## config.mk

```make
export PLATFORM = sky130hd
export DESIGN_NAME = grid_mem_arb
export DESIGN_NICKNAME = d
export VERILOG_FILES = /design/src/rtl/grid_mem_arb.sv
export SDC_FILE = /design/constraint.sdc
export NUM_CORES = 1
export LEC_CHECK = 0
export ABC_CLOCK_PERIOD_IN_PS = 3400
export CAP_MARGIN = 10
export CORE_MARGIN = 5
export CORE_UTILIZATION = 30
export DETAILED_ROUTE_END_ITERATION = 12
export PLACE_DENSITY_LB_ADDON = 0.12
export SETUP_SLACK_MARGIN = 0.2
export SYNTH_ARGS = -nofsm -noshare
export SYNTH_HDL_FRONTEND = slang
export SYNTH_SLANG_ARGS = --single-unit
export TNS_END_PERCENT = 30
```

## constraint.sdc

```tcl
create_clock -name clk -period 3.4 [get_ports clk]
set_input_delay 0.68 -clock clk [delete_from_list [all_inputs] [get_ports clk]]
set_output_delay 0.68 -clock clk [all_outputs]
set_load 0.005 [all_outputs]
```

## src/rtl/grid_mem_arb.sv

```systemverilog
// rtl/grid_mem_arb.sv - single-port grid RAM arbiter: VGA render > clear sweep > game engine
//
// Ports:
//   clk, rst_n                       clock, synchronous active-low reset
//   vga_req/vga_gx/vga_gy            render read request (every cycle of de)
//   vga_rdata/vga_rvalid             render read data, 2 cycles after request
//   game_valid/game_ready/game_we    game request handshake, write select
//   game_gx/game_gy/game_wdata       game coordinate and write data
//   game_rdata/game_rvalid           game read data, 2 cycles after accept
//   clr_start/clr_value/clr_busy     clear sweep control and status
//   mem_en/mem_we/mem_addr/mem_wdata RAM port, combinational from the grant
//   mem_rdata                        RAM read data, 1 cycle after mem_en
module grid_mem_arb #(
    parameter int GRID_COLS = 80,
    parameter int GRID_ROWS = 60,
    parameter int CELL_W    = 2,
    parameter int ADDR_W    = 13
) (
    input  logic              clk,
    input  logic              rst_n,
    input  logic              vga_req,
    input  logic [7:0]        vga_gx,
    input  logic [6:0]        vga_gy,
    output logic [CELL_W-1:0] vga_rdata,
    output logic              vga_rvalid,
    input  logic              game_valid,
    output logic              game_ready,
    input  logic              game_we,
    input  logic [7:0]        game_gx,
    input  logic [6:0]        game_gy,
    input  logic [CELL_W-1:0] game_wdata,
    output logic [CELL_W-1:0] game_rdata,
    output logic              game_rvalid,
    input  logic              clr_start,
    input  logic [CELL_W-1:0] clr_value,
    output logic              clr_busy,
    output logic              mem_en,
    output logic              mem_we,
    output logic [ADDR_W-1:0] mem_addr,
    output logic [CELL_W-1:0] mem_wdata,
    input  logic [CELL_W-1:0] mem_rdata
);

    localparam int CELLS = GRID_COLS * GRID_ROWS;
    localparam logic [ADDR_W-1:0] LAST_ADDR = ADDR_W'(CELLS - 1);

    typedef enum logic {
        S_IDLE,
        S_SWEEP
    } clr_state_e;

    function automatic logic [ADDR_W-1:0] cell_addr(input logic [7:0] gx, input logic [6:0] gy);
        return ADDR_W'(gy) * ADDR_W'(GRID_COLS) + ADDR_W'(gx);
    endfunction

    function automatic logic in_range(input logic [7:0] gx, input logic [6:0] gy);
        return (32'(gx) < GRID_COLS) && (32'(gy) < GRID_ROWS);
    endfunction

    clr_state_e        state_q, state_d;
    logic [ADDR_W-1:0] clr_cnt_q, clr_cnt_d;
    logic [CELL_W-1:0] clr_val_q, clr_val_d;

    // Stage 1: a read was issued last cycle (RAM data is on mem_rdata now).
    logic vga_p1_q, vga_p1_d;
    logic vga_oor_p1_q, vga_oor_p1_d;
    logic game_p1_q, game_p1_d;
    logic game_oor_p1_q, game_oor_p1_d;

    // Stage 2: registered read data presented to the users.
    logic              vga_rvalid_q, vga_rvalid_d;
    logic [CELL_W-1:0] vga_rdata_q, vga_rdata_d;
    logic              game_rvalid_q, game_rvalid_d;
    logic [CELL_W-1:0] game_rdata_q, game_rdata_d;

    logic vga_in, game_in, clr_grant, game_acc;

    assign clr_busy    = (state_q == S_SWEEP);
    assign vga_in      = in_range(vga_gx, vga_gy);
    assign game_in     = in_range(game_gx, game_gy);
    assign clr_grant   = clr_busy & ~vga_req;
    // clr_start also blocks the game so the sweep never races a same-cycle write.
    assign game_ready  = rst_n & ~vga_req & ~clr_busy & ~clr_start;
    assign game_acc    = game_valid & game_ready;

    assign vga_rdata   = vga_rdata_q;
    assign vga_rvalid  = vga_rvalid_q;
    assign game_rdata  = game_rdata_q;
    assign game_rvalid = game_rvalid_q;

    always_comb begin
        mem_en    = 1'b0;
        mem_we    = 1'b0;
        mem_addr  = '0;
        mem_wdata = '0;
        if (vga_req) begin
            if (vga_in) begin
                mem_en   = 1'b1;
                mem_addr = cell_addr(vga_gx, vga_gy);
            end
        end else if (clr_grant) begin
            mem_en    = 1'b1;
            mem_we    = 1'b1;
            mem_addr  = clr_cnt_q;
            mem_wdata = clr_val_q;
        end else if (game_acc && game_in) begin
            mem_en    = 1'b1;
            mem_we    = game_we;
            mem_addr  = cell_addr(game_gx, game_gy);
            mem_wdata = game_we ? game_wdata : '0;
        end
    end

    always_comb begin
        state_d   = state_q;
        clr_cnt_d = clr_cnt_q;
        clr_val_d = clr_val_q;
        case (state_q)
            S_IDLE: begin
                if (clr_start) begin
                    state_d   = S_SWEEP;
                    clr_cnt_d = '0;
                    clr_val_d = clr_value;
                end
            end
            S_SWEEP: begin
                // A VGA-stolen cycle writes nothing, so the counter stalls.
                if (!vga_req) begin
                    if (clr_cnt_q == LAST_ADDR) begin
                        state_d   = S_IDLE;
                        clr_cnt_d = '0;
                    end else begin
                        clr_cnt_d = clr_cnt_q + 1'b1;
                    end
                end
            end
            default: state_d = S_IDLE;
        endcase
    end

    always_comb begin
        vga_p1_d      = vga_req;
        vga_oor_p1_d  = ~vga_in;
        game_p1_d     = game_acc & ~game_we;
        game_oor_p1_d = ~game_in;

        vga_rvalid_d  = vga_p1_q;
        vga_rdata_d   = vga_rdata_q;
        if (vga_p1_q) begin
            vga_rdata_d = vga_oor_p1_q ? '0 : mem_rdata;
        end
        game_rvalid_d = game_p1_q;
        game_rdata_d  = game_rdata_q;
        if (game_p1_q) begin
            game_rdata_d = game_oor_p1_q ? '0 : mem_rdata;
        end
    end

    always_ff @(posedge clk) begin
        if (!rst_n) begin
            state_q       <= S_IDLE;
            clr_cnt_q     <= '0;
            clr_val_q     <= '0;
            vga_p1_q      <= 1'b0;
            vga_oor_p1_q  <= 1'b0;
            game_p1_q     <= 1'b0;
            game_oor_p1_q <= 1'b0;
            vga_rvalid_q  <= 1'b0;
            vga_rdata_q   <= '0;
            game_rvalid_q <= 1'b0;
            game_rdata_q  <= '0;
        end else begin
            state_q       <= state_d;
            clr_cnt_q     <= clr_cnt_d;
            clr_val_q     <= clr_val_d;
            vga_p1_q      <= vga_p1_d;
            vga_oor_p1_q  <= vga_oor_p1_d;
            game_p1_q     <= game_p1_d;
            game_oor_p1_q <= game_oor_p1_d;
            vga_rvalid_q  <= vga_rvalid_d;
            vga_rdata_q   <= vga_rdata_d;
            game_rvalid_q <= game_rvalid_d;
            game_rdata_q  <= game_rdata_d;
        end
    end

endmodule

```

==> summary.txt, run 1 <==
Outcome
  – Status: complete, but fails checks
  – Failing checks: negative setup slack

Finish
  – Area growth from synthesis to final layout: 69.8%
  – Layout cells sized above 1: 0.338
  – Nets: 469
  – Cell Count, Final, Fillers Out: 495
  – N_diodes: 0

Pwr
  – Pwr dens: 284 nW/µm²
  – LEAKAGE: 1.76 nW
  – Tot Pwr: 1.13 mW
  – Psw: 0.344 mW
  – Comb pwr share: 0.490
  – Seq pwr share: 0.281
  – Int Power: 0.786 mW
  – Sw frac: 0.304
  – Peak supply drop: 0.000147 V
  – Clk pwr share: 0.229

Clock tree
  – Root Buffer: clkbuf_8
  – Num CTS Buffers: 3
  – CTS Hold Bufs: 0
  – CTS tree: done
  – CTS HTree Levels: 1
  – Clock buffer depth: 2
  – Clk Latency, worst-skew pair: 0.27 ns
  – Clk sink count: 26
  – Reg clk slew, reported paths: 0.09 ns

Placement
  – RePlAce Congestion: 0.739
  – Placed Cells: 482
  – HPWL Detailed: 5.46 mm
  – IO buf count: 66

STA
  – Unrepaired setup endpoints after global routing: true
  – Crit share post-route: 1.06
  – Worst Tran Pin Value: 0.761 ns
  – Worst Skew: 0.000876 ns
  – Min Tclk post-route: 3.61 ns
  – Worst setup margin: -0.208 ns
  – Final Hold Viols: 0
  – Max Clk Rate: 277 MHz
  – Final setup vio count: 3
  – Worst rel slew slack: 0.491
  – Max-slew violations: 0

Yosys
  – Post-synth EDFFs: 0
  – Synthesized flop and latch total: 26
  – Mean Syn Cell Area: 8.41 µm²
  – Synth warnings: 0
  – Count leader, synth: ha_1
  – Async SR Flop Fraction: 0
  – Post-synth top cells: ha_1, dfxtp_1, inv_1
  – Syn nets: 354
  – Ys flop type: dfxtp_1
  – Leading area contributor after synthesis: dfxtp_1
  – Post-synthesis cell count: 279
  – Netlist cell types: 49
  – Synthesized area: 2350 µm²
  – Sequential share of the synthesized area: 0.222
  – Largest cells by area after synthesis: dfxtp_1, ha_1, xnor2_1, fa_1, inv_1
  – Synth top area share: 0.222

Global routing
  – Vias in the first global route: 2486
  – Antenna violations before repair: 0
  – Global Route Usage Sum: 0.141
  – Largest net degree at the start of global routing: 26
  – Global-route wire length before repair: 11.5 mm
  – Grt ovf: 0

Min path
  – Worst Hold Class: flip-flop to flip-flop

Drt
  – DRT Pass-1 Iters: 5
  – Iteration-0 DRC Markers: 66
  – Post-Route WL: 7.04 mm
  – Remaining antenna violation count after routing: 0
  – Via/cell ratio: 4.98
  – WL/cell: 14.2 µm
  – DRC: 0
  – DR vias: 2467

Die
  – I/O pin cnt: 67
  – Die area: 9690 µm²
  – Core area: 7690 µm²
  – Initial core utilization: 0.305
  – Die Wd: 98.4 µm
  – # rows: 32
  – Die Ht: 98.4 µm

Setup path
  – Most frequent CP cell: ha_4
  – Worst setup path class: input port to output pin
  – CP max stage cell: fa_2
  – Startpoint types: input port
  – CP max FO: 4
  – Buf/Inv on CP: 3
  – Cell family with the largest share of critical-path delay: adder cells
  – CP max stage delay: 0.57 ns
  – CP Data Arrival Time: 2.93 ns
  – Setup crit end kind: output pin
  – Crit-path cells: buf_8 > ha_4 > ha_4 > fa_2 > nand3_2 > o211ai_1 > buf_4 > nor4b_4 > xor2_1 > a22oi_1 > o21ai_1 > buf_2
  – Worst EP required: 2.72 ns

Job
  – Max-Cap Viols: 0
[final cells by class]
cell class / instances / area [µm²]
inverters: 19 / 71.3
fillers: 716 / 3700
multi-input cells: 225 / 2140
repair buffers: 119 / 1050
flip-flops and latches: 26 / 520
clock buffers: 3 / 41.3
well taps: 102 / 128
clock inverters: 1 / 30.0
[worst paths after layout]
path                             startpoint                        end  slack, ns  cells after the start
hold reg to reg   vga_rdata[1]$_SDFFE_PN0P_  vga_rdata[1]$_SDFFE_PN0P_       0.48                      2
setup reg to reg  clr_cnt_q[0]$_SDFFE_PN0P_  clr_cnt_q[8]$_SDFFE_PN0P_       1.09                      7
setup / recovery                  vga_gy[1]               mem_addr[11]      -0.21                     12
hold / removal    vga_rdata[1]$_SDFFE_PN0P_  vga_rdata[1]$_SDFFE_PN0P_       0.48                      2
[registers in the layout, indices dropped and copies added, names as in the netlist]
register / cells
clr_cnt_q: 13
clr_val_q: 2
game_rdata: 2
vga_rdata: 2
clr_busy: 1
game_oor_p1_q: 1
game_p1_q: 1
game_rvalid: 1
vga_oor_p1_q: 1
vga_p1_q: 1
vga_rvalid: 1
[timing repair]
| action | in CTS | in global routing |
|---|---|---|
| gates resized for setup | 132 | 30 |
| setup endpoints to repair | 17 | 17 |
| buffers inserted | 7 | 2 |
| pin swaps | 38 | 26 |
[per-stage QoR]
step                      setup TNS [ns]  setup slack (ns)  instance area (µm²)  utilization  hold slack (ns)
final                             -0.234            -0.208                 3980        0.518            0.484
after global routing              -0.675            -0.378                 3980        0.518            0.518
after CTS                         -0.183            -0.173                 3850        0.500            0.489
after detailed placement           -5.54             -1.02                 3450        0.449            0.476
after global placement             -5.50            -0.929                 3450        0.449            0.472
after floorplan                        0             0.205                 2380            -            0.470
[layout by cell type (no fill, tap or decap), types with 3 or more instances in the layout]
master | Yosys | layout
buf_4 | 0 | 46
nand2b_1 | 6 | 5
a21boi_0 | 3 | 3
and3b_1 | 4 | 4
and2_1 | 10 | 10
clkdlybuf4s50_1 | 0 | 31
inv_1 | 19 | 17
nand4_1 | 3 | 3
clkbuf_8 | 0 | 3
xnor2_1 | 11 | 6
o21ai_0 | 14 | 10
dlymetal6s2s_1 | 0 | 8
dlygate4sd2_1 | 0 | 11
dfxtp_1 | 26 | 26
a222oi_1 | 7 | 7
nor2b_1 | 8 | 8
ha_4 | 0 | 17
a21oi_2 | 0 | 7
a22oi_1 | 8 | 7
nand3_1 | 11 | 8
o21ai_1 | 1 | 3
and3_4 | 1 | 4
buf_6 | 1 | 9
ha_1 | 29 | 10
xnor2_2 | 0 | 4
a21oi_1 | 14 | 6
xor2_1 | 7 | 6
fa_2 | 0 | 4
o211ai_1 | 8 | 8
nor2_1 | 14 | 13
buf_2 | 3 | 9
nand3_2 | 1 | 4
nor3_1 | 4 | 3
o21a_1 | 3 | 3
nand2_1 | 16 | 15
a21o_1 | 4 | 4
[logic make-up (layout without fill, tap and decap cells)]
| family | count (synthesis) | count (layout) | synth area share |
|---|---|---|---|
| AO/OA/AOI/OAI | 76 | 76 | 0.231 |
| XOR/XNOR | 18 | 18 | 0.0672 |
| adder cells (fa/ha/maj) | 33 | 33 | 0.189 |
| buffers and inverters | 28 | 142 | 0.0496 |
| flip-flops | 26 | 26 | 0.222 |
| multiplexers | 2 | 2 | 0.00853 |
| AND/OR/NAND/NOR | 96 | 96 | 0.233 |
[routing by layer]
| layer | track usage | up-vias | share of wire |
|---|---|---|---|
| met3 | 0.0149 | 2 | 0.034 |
| met1 | 0.172 | 1164 | 0.44 |
| met5 | 0 | - | 0 |
| li1 | - | 1258 | - |
| met2 | 0.267 | 43 | 0.52 |
| met4 | 0.0252 | 0 | 0.0037 |
[worst reg2reg max path, delay by kind of cell (launching register included)]
kind            cells  cell delay [ns]
compound gates      3             1.07
simple gates        3             0.44
fa+ha+maj           1             0.24
flops               1             0.47
[power by group through the flow]
stage	combinational (mW)	clock, mW	sequential (mW)
2_1_floorplan	0.212	0	0.323
3_3_place_gp	0.408	0	0.325
3_5_place_dp	0.411	0	0.325
4_1_cts	0.504	0.266	0.318
5_1_grt	0.605	0.277	0.319
6_report	0.553	0.259	0.318
No activity file was read; power rests on OpenSTA's default activity.
==> inputs of run 2 (changes only) <==
--- a/config.mk
+++ b/config.mk
@@ -5,12 +5,12 @@
 export SDC_FILE = /design/constraint.sdc
 export NUM_CORES = 1
 export LEC_CHECK = 0
-export ABC_CLOCK_PERIOD_IN_PS = 3400
 export CAP_MARGIN = 10
 export CORE_MARGIN = 5
 export CORE_UTILIZATION = 30
 export DETAILED_ROUTE_END_ITERATION = 12
 export PLACE_DENSITY_LB_ADDON = 0.12
+export RECOVER_POWER = 100
 export SETUP_SLACK_MARGIN = 0.2
 export SYNTH_ARGS = -nofsm -noshare
 export SYNTH_HDL_FRONTEND = slang
==> constraint.sdc (replaced) <==
create_clock -name clk -period 3.4 [get_ports clk]
set_input_delay 0.51 -clock clk [delete_from_list [all_inputs] [get_ports clk]]
set_output_delay 0.51 -clock clk [all_outputs]
set_load 0.005 [all_outputs]
==> summary.txt, run 2 (synthesis results as in run 1) <==
Outcome
  – Status: complete, no violations

Pwr
  – Sw frac: 0.302
  – Pwr dens: 284 nW/µm²
  – Tot Pwr: 1.08 mW
  – Comb pwr share: 0.468
  – Psw: 0.326 mW
  – Clk pwr share: 0.237
  – Seq pwr share: 0.295
  – LEAKAGE: 1.65 nW
  – Peak supply drop: 0.000131 V
  – Int Power: 0.753 mW

Setup path
  – R2r setup slk: 0.70 ns
  – CP Data Arrival Time: 2.66 ns
  – CP startpoint: game_gy[3]
  – Setup crit end kind: output pin
  – Worst EP required: 2.89 ns
  – Reg2reg path depth: 7
  – CP max FO: 2
  – Reg-to-reg startpoint: clr_cnt_q[0]$_SDFFE_PN0P_
  – R2R Path End: clr_cnt_q[8]$_SDFFE_PN0P_
  – Startpoint types: input port
  – Worst setup path class: input port to output pin
  – Crit path to: mem_addr[10]

Finish
  – Commonest non-fill, non-tap cells in the layout: buf_4, clkdlybuf4s50_1, dfxtp_1, inv_1, dlygate4sd3_1
  – Nets: 463
  – Reg area: 520 µm²
  – Commonest non-fill, non-tap cell in the layout: buf_4
  – Max FFs per register: 13
  – Layout cells sized above 1: 0.266
  – Largest register by flop count: clr_cnt_q
  – N_diodes: 0
  – Area growth from synthesis to final layout: 61.9%
  – FILL cells: 772
  – Area occupied by multi-input gates: 2020 µm²

Min path
  – Hold Crit Depth: 2
  – Worst Hold Class: flip-flop to flip-flop

Drt
  – Post-Route WL: 6.90 mm
  – DR vias: 2397
  – Remaining antenna violation count after routing: 0
  – DRT Pass-1 Iters: 5
  – Iteration-0 DRC Markers: 58
  – WL/cell: 14.1 µm
  – Via/cell ratio: 4.90
  – DRC: 0

Placement
  – RePlAce Congestion: 0.776
  – IO buf count: 66
  – HPWL Detailed: 5.46 mm

Clock tree
  – Reg clk slew, reported paths: 0.09 ns
  – Num CTS Buffers: 3
  – CTS tree: done
  – Clk sink count: 26
  – CTS HTree Levels: 1
  – Root Buffer: clkbuf_8
  – Clk Latency, worst-skew pair: 0.27 ns
  – Clock buffer depth: 2

Die
  – Core area: 7690 µm²
  – Die area: 9690 µm²
  – Die Wd: 98.4 µm
  – Initial core utilization: 0.305
  – I/O pin cnt: 67
  – Die Ht: 98.4 µm
  – # rows: 32

Global routing
  – Grt ovf: 0
  – Global Route Usage Sum: 0.136
  – Vias in the first global route: 2437
  – Antenna violations before repair: 0
  – Largest net degree at the start of global routing: 24
  – Global-route wire length before repair: 11.2 mm

STA
  – Unrepaired setup endpoints after global routing: true
  – Min Tclk post-route: 3.17 ns
  – Worst rel slew slack: 0.207
  – Final setup vio count: 0
  – Hold Slack: 0.487 ns
  – Worst Tran Pin Value: 1.18 ns
  – Worst Skew: 0.00231 ns
  – Max-slew violations: 0
  – Final Hold Viols: 0
  – Max Clk Rate: 315 MHz
  – Crit share post-route: 0.932

Job
  – Max-Cap Viols: 0
-- run 2: changes by cell type in the layout (fill, tap and decap cells not counted), sizes merged --
cell / change
clkdlybuf4s50: -3
dlygate4sd2: -6
buf: -14
clkbuf: +5
clkdlybuf4s15: -1
dlygate4sd3: +19
dlymetal6s2s: -6
-- run 2: power by group through the flow --
stage	Combinational (mW)	Sequential, mW	Clock, mW
floorplan	0.207	0.323	0
global placement	0.403	0.325	0
detailed placement	0.405	0.325	0
CTS	0.475	0.318	0.262
global route	0.552	0.319	0.269
finish	0.505	0.318	0.256
-- run 2: worst max-delay path, cell delays in order --
cell	delay, ns
clkdlybuf4s15_1	0.23
ha_4	0.25
ha_4	0.16
fa_1	0.45
buf_4	0.16
xor2_2	0.14
and3_1	0.16
xor2_1	0.14
a222oi_1	0.25
inv_1	0.07
buf_2	0.13
-- run 2: layout make-up --
type,instances,share of cell area
clock inverters,1,0.00791
well taps,102,0.0336
inverters,19,0.0188
repair buffers,113,0.261
clock buffers,3,0.0109
multi-input cells,225,0.531
flip-flops and latches,26,0.137
-- run 2: timing repair --
action	in CTS	in global routing
hold buffers	0	0
pin swaps	26	22
setup buffers	4	2
setup endpoints to repair	7	13
resized for setup	77	35
-- run 2: stage by stage --
stage	setup TNS (ns)	utilization	setup WS [ns]	std cells	area, µm²
6_report	0	0.494	0.230	489	3800
5_1_grt	0	0.494	0.0620	489	3800
4_1_cts	0	0.482	0.114	487	3710
3_5_place_dp	-3.05	0.444	-0.758	479	3410
3_3_place_gp	-2.93	0.444	-0.702	479	3410
2_1_floorplan	0	-	0.372	279	2350
-- run 2: metal layers --
layer  GRT usage  part of all wire
met1       0.176              0.45
met2       0.250              0.51
met4      0.0284            0.0059
met3     0.00849             0.032
met5           0                 0
-- run 2: worst min path at each step --
stage,from,end
final,game_rdata[1]$_SDFFE_PN0P_,game_rdata[1]$_SDFFE_PN0P_
after global routing,vga_rdata[1]$_SDFFE_PN0P_,vga_rdata[1]$_SDFFE_PN0P_
after CTS,game_rdata[1]$_SDFFE_PN0P_,game_rdata[1]$_SDFFE_PN0P_
after detailed placement,game_rdata[1]$_SDFFE_PN0P_,game_rdata[1]$_SDFFE_PN0P_
after global placement,game_rdata[1]$_SDFFE_PN0P_,game_rdata[1]$_SDFFE_PN0P_
after floorplan,game_rdata[1]$_SDFFE_PN0P_,game_rdata[1]$_SDFFE_PN0P_
==> inputs of run 3 (changes only) <==
--- a/config.mk
+++ b/config.mk
@@ -6,12 +6,15 @@
 export NUM_CORES = 1
 export LEC_CHECK = 0
 export CAP_MARGIN = 10
+export CORE_ASPECT_RATIO = 0.75
 export CORE_MARGIN = 5
 export CORE_UTILIZATION = 30
 export DETAILED_ROUTE_END_ITERATION = 12
+export GPL_TIMING_DRIVEN = 0
 export PLACE_DENSITY_LB_ADDON = 0.12
 export RECOVER_POWER = 100
 export SETUP_SLACK_MARGIN = 0.2
+export SKIP_CTS_REPAIR_TIMING = 1
 export SYNTH_ARGS = -nofsm -noshare
 export SYNTH_HDL_FRONTEND = slang
 export SYNTH_SLANG_ARGS = --single-unit
==> summary.txt, run 3 (synthesis results as in run 1) <==
Outcome
  – Status: complete, no violations

Setup path
  – Crit path to: mem_addr[11]
  – R2R Path End: clr_cnt_q[12]$_SDFFE_PN0P_
  – R2r setup slk: 0.63 ns
  – Worst setup path class: input port to output pin
  – Reg2reg path depth: 8
  – Startpoint types: input port
  – Worst EP required: 2.89 ns
  – CP Data Arrival Time: 2.81 ns
  – Reg-to-reg startpoint: clr_cnt_q[0]$_SDFFE_PN0P_
  – CP max FO: 4
  – Setup crit end kind: output pin
  – CP startpoint: vga_gy[3]

Drt
  – Remaining antenna violation count after routing: 0
  – DRT Pass-1 Iters: 5
  – Iteration-0 DRC Markers: 121
  – WL/cell: 16.0 µm
  – Via/cell ratio: 5.16
  – DRC: 0
  – Post-Route WL: 7.37 mm
  – DR vias: 2381

STA
  – Hold Slack: 0.494 ns
  – Max Clk Rate: 301 MHz
  – Worst Tran Pin Value: 0.894 ns
  – Crit share post-route: 0.977
  – Final Hold Viols: 0
  – Min Tclk post-route: 3.32 ns
  – Final setup vio count: 0
  – Unrepaired setup endpoints after global routing: true
  – Max-slew violations: 0
  – Worst rel slew slack: 0.396
  – Worst Skew: 0.00354 ns

Finish
  – N_diodes: 0
  – Layout cells sized above 1: 0.200
  – Max FFs per register: 13
  – Area growth from synthesis to final layout: 52.4%
  – Design Area, Final: 3570 µm²
  – Commonest non-fill, non-tap cells in the layout: clkdlybuf4s50_1, dfxtp_1, inv_1, nand2_1, ha_1
  – Area occupied by multi-input gates: 2030 µm²
  – Nets: 436
  – FILL cells: 738
  – Reg area: 520 µm²
  – Commonest non-fill, non-tap cell in the layout: clkdlybuf4s50_1
  – Largest register by flop count: clr_cnt_q

Die
  – Core area: 7470 µm²
  – # rows: 27
  – I/O pin cnt: 67
  – Initial core utilization: 0.314
  – Die area: 9710 µm²
  – Die Wd: 112 µm
  – Die Ht: 86.6 µm

Clock tree
  – CTS HTree Levels: 1
  – Clk Latency, worst-skew pair: 0.27 ns
  – Root Buffer: clkbuf_8
  – CTS tree: done
  – Reg clk slew, reported paths: 0.09 ns
  – Clk sink count: 26
  – Num CTS Buffers: 3
  – Clock buffer depth: 2

Placement
  – RePlAce Congestion: 0.775
  – HPWL Detailed: 5.76 mm
  – Placed Area: 3130 µm²
  – IO buf count: 66

Global routing
  – Antenna violations before repair: 0
  – Vias in the first global route: 2249
  – Grt ovf: 0
  – Largest net degree at the start of global routing: 15
  – Global-route wire length before repair: 11.2 mm
  – Global Route Usage Sum: 0.140

Pwr
  – Pwr dens: 279 nW/µm²
  – Peak supply drop: 0.000164 V
  – LEAKAGE: 1.55 nW

Min path
  – Worst Hold Class: flip-flop to flip-flop
  – Hold Crit Depth: 2

Job
  – Max-Cap Viols: 0
run 3: worst min path at each step:
| stage | start | end | slack (ns) |
|---|---|---|---|
| 5_1_grt | game_rdata[1]$_SDFFE_PN0P_ | game_rdata[1]$_SDFFE_PN0P_ | 0.53 |
| 3_3_place_gp | vga_rdata[1]$_SDFFE_PN0P_ | vga_rdata[1]$_SDFFE_PN0P_ | 0.47 |
| 4_1_cts | game_rdata[1]$_SDFFE_PN0P_ | game_rdata[1]$_SDFFE_PN0P_ | 0.50 |
| 3_5_place_dp | game_rdata[1]$_SDFFE_PN0P_ | game_rdata[1]$_SDFFE_PN0P_ | 0.48 |
| 2_1_floorplan | game_rdata[1]$_SDFFE_PN0P_ | game_rdata[1]$_SDFFE_PN0P_ | 0.47 |
| 6_report | game_rdata[1]$_SDFFE_PN0P_ | game_rdata[1]$_SDFFE_PN0P_ | 0.49 |
run 3: power by group:
part / internal [mW] / total [mW] / switching, mW
sequential: 0.311 / 0.319 / 0.00721
combinational: 0.250 / 0.476 / 0.226
clock: 0.104 / 0.203 / 0.0998
total: 0.665 / 0.998 / 0.333
run 3: cell type report:
cell class                      count  share of cell area
Multi-Input combinational cell    225               0.568
Timing Repair Buffer               77               0.205
Sequential cell                    26               0.146
Tap cell                          101              0.0354
Inverter                           19              0.0200
Clock buffer                        4              0.0154
Buffer                              9              0.0109
run 3: layer usage:
layer	global-route usage	vias to the layer above	part of all wire
met5	0	-	0
met2	0.203	64	0.43
li1	-	1192	-
met3	0.0391	2	0.065
met4	0.00764	0	0.0011
met1	0.213	1123	0.51
run 3: stage by stage:
| stage | cells | total power [mW] | TNS, ns | utilization | setup WS, ns |
|---|---|---|---|---|---|
| floorplan | 279 | 0.531 | 0 | - | 0.372 |
| global placement | 446 | 0.667 | -3.50 | 0.420 | -0.869 |
| detailed placement | 446 | 0.667 | -3.54 | 0.420 | -0.883 |
| CTS | 450 | 0.874 | -3.64 | 0.427 | -0.900 |
| global route | 461 | 1.06 | -0.0211 | 0.479 | -0.0211 |
| finish | 461 | 0.998 | 0 | 0.479 | 0.0767 |
run 3: worst max-delay path, cell delays in order:
cell and delay, ns:
buf_8 0.10, ha_4 0.23, ha_4 0.16, fa_2 0.62, nand3_2 0.07, o211ai_1 0.27, buf_4 0.16, nor4b_4 0.18
xor2_1 0.17, a22oi_1 0.08, o21ai_1 0.11, buf_2 0.13
==> RTL edit, RTL diff (flow settings as in run 3) <==
The parameter `CELL_W` goes from 2 to 4.
--- a/src/rtl/grid_mem_arb.sv
+++ b/src/rtl/grid_mem_arb.sv
@@ -14,5 +14,5 @@
     parameter int GRID_COLS = 80,
     parameter int GRID_ROWS = 60,
-    parameter int CELL_W    = 2,
+    parameter int CELL_W    = 4,
     parameter int ADDR_W    = 13
 ) (
Interface: changed (6 resized); port bits go from 67 to 79. No check against the original RTL was run, so the function may have changed too.
==> RTL edit against run 3 <==
  * Synthesized area is 13% higher
  * Core utilization is 0.79 points lower
  * Sequential cell count is 6 higher
  * Worst setup slack worse by 0.075 ns
  * Sequential share of layout area is 1.3 points higher
  * Non-clock buffer count is 20 higher
  * Wire length is 15% higher
  * Power is 36% higher
  * Final area is 13% higher
  * Critical path type unchanged
  * Largest cell class unchanged
  * Largest power group is now the clock network
==> RTL edit: results <==
set metrics [dict create \
    dr_wl_met3_um 518 \
    met2_usage_pct 21.32 \
    synth_fa_ha_area_share_pct 16.64 \
    finalNetCount 496 \
    grt_pass1_vias 2566 \
    ir_drop_mv 0.2117 \
    cts-root-buf "clkbuf_16" \
    synth.area.mux_share_pct 1.504 \
    p_leak_nw 1.734 \
    seq_area_frac_synth_pct 24.06 \
    intPower_mw 0.9616 \
    regToRegSetupSlack_ns 0.57 \
    wl_met1_um 4220 \
    timing.rr.end "clr_cnt_q[3]" \
    skew_ns 0.004259 \
    met3_usage_pct 4.472 \
    synth_xor_area_share_pct 5.921 \
    wl_per_cell_um 16.15 \
    met1_usage_pct 22.25 \
    outcome "completed" \
    crit_end "mem_addr[12]" \
    hpwlAfterDp_um 6508 \
    cts-buffers-inserted 5 \
    grt_max_degree 12 \
    grt_pass1_wl_um 13300 \
    ys_warn_count 0 \
    postSynthAreaPerCell_sq_um 8.426 \
    drt_iter0_drc 133 \
    syn-num-nets 397 \
    synth_cell_types 51 \
    cts.clk_slew.worst_paths_ns 0.06 \
    reg2reg_depth 7 \
    fmax_mhz 294.3 \
    htreeDepth 2 \
    place_ws_ns -0.8901 \
    drive_gt1_share_pct 16.83 \
    synth-compound-area-share_pct 22.98 \
    fillCellCount 855 \
]
-- RTL edit: changes by cell type after synthesis, sizes merged, moves of 4 or more --
cell / delta
a21oi: +4
a32o: +4
dfxtp: +6
nand2: +6
nor2b: +11
o21ai: -5
-- RTL edit: area by class of cell --
cell class	count	area [sq um]	share of cell area, %
sequential	32	640.6	15.89
timing repair buffer	92	877.1	21.75
buffer	14	70.07	1.738
tap	108	135.1	3.351
multi-input combinational	248	2059	51.07
clock buffer	5	125.1	3.103
clock inverter	3	42.54	1.055
inverter	22	82.58	2.048
-- RTL edit: worst min path at each step --
stage | from | end | slack [ns] | cells past startpoint
3_3_place_gp | vga_rdata[3] | vga_rdata[3] | 0.48 | 2
3_5_place_dp | vga_rdata[3] | vga_rdata[3] | 0.48 | 2
4_1_cts | vga_rdata[3] | vga_rdata[3] | 0.50 | 2
2_1_floorplan | vga_rdata[3] | vga_rdata[3] | 0.47 | 2
6_report | vga_rdata[3] | vga_rdata[3] | 0.49 | 2
5_1_grt | vga_rdata[3] | vga_rdata[3] | 0.52 | 2
-- RTL edit: power by group through the flow --
stage,Combinational [mW],Sequential (mW),Clock (mW)
finish,0.447,0.393,0.515
global route,0.493,0.394,0.542
CTS,0.386,0.393,0.526
detailed placement,0.383,0.401,0
global placement,0.379,0.401,0
floorplan,0.235,0.399,0
-- RTL edit: per-stage QoR --
| stage | cell area, sq um | power (mW) |
|---|---|---|
| 3_5_place_dp | 3578 | 0.7835 |
| 3_3_place_gp | 3578 | 0.7803 |
| 5_1_grt | 4033 | 1.429 |
| 4_1_cts | 3746 | 1.305 |
| 6_report | 4033 | 1.355 |
| 2_1_floorplan | 2663 | 0.6332 |
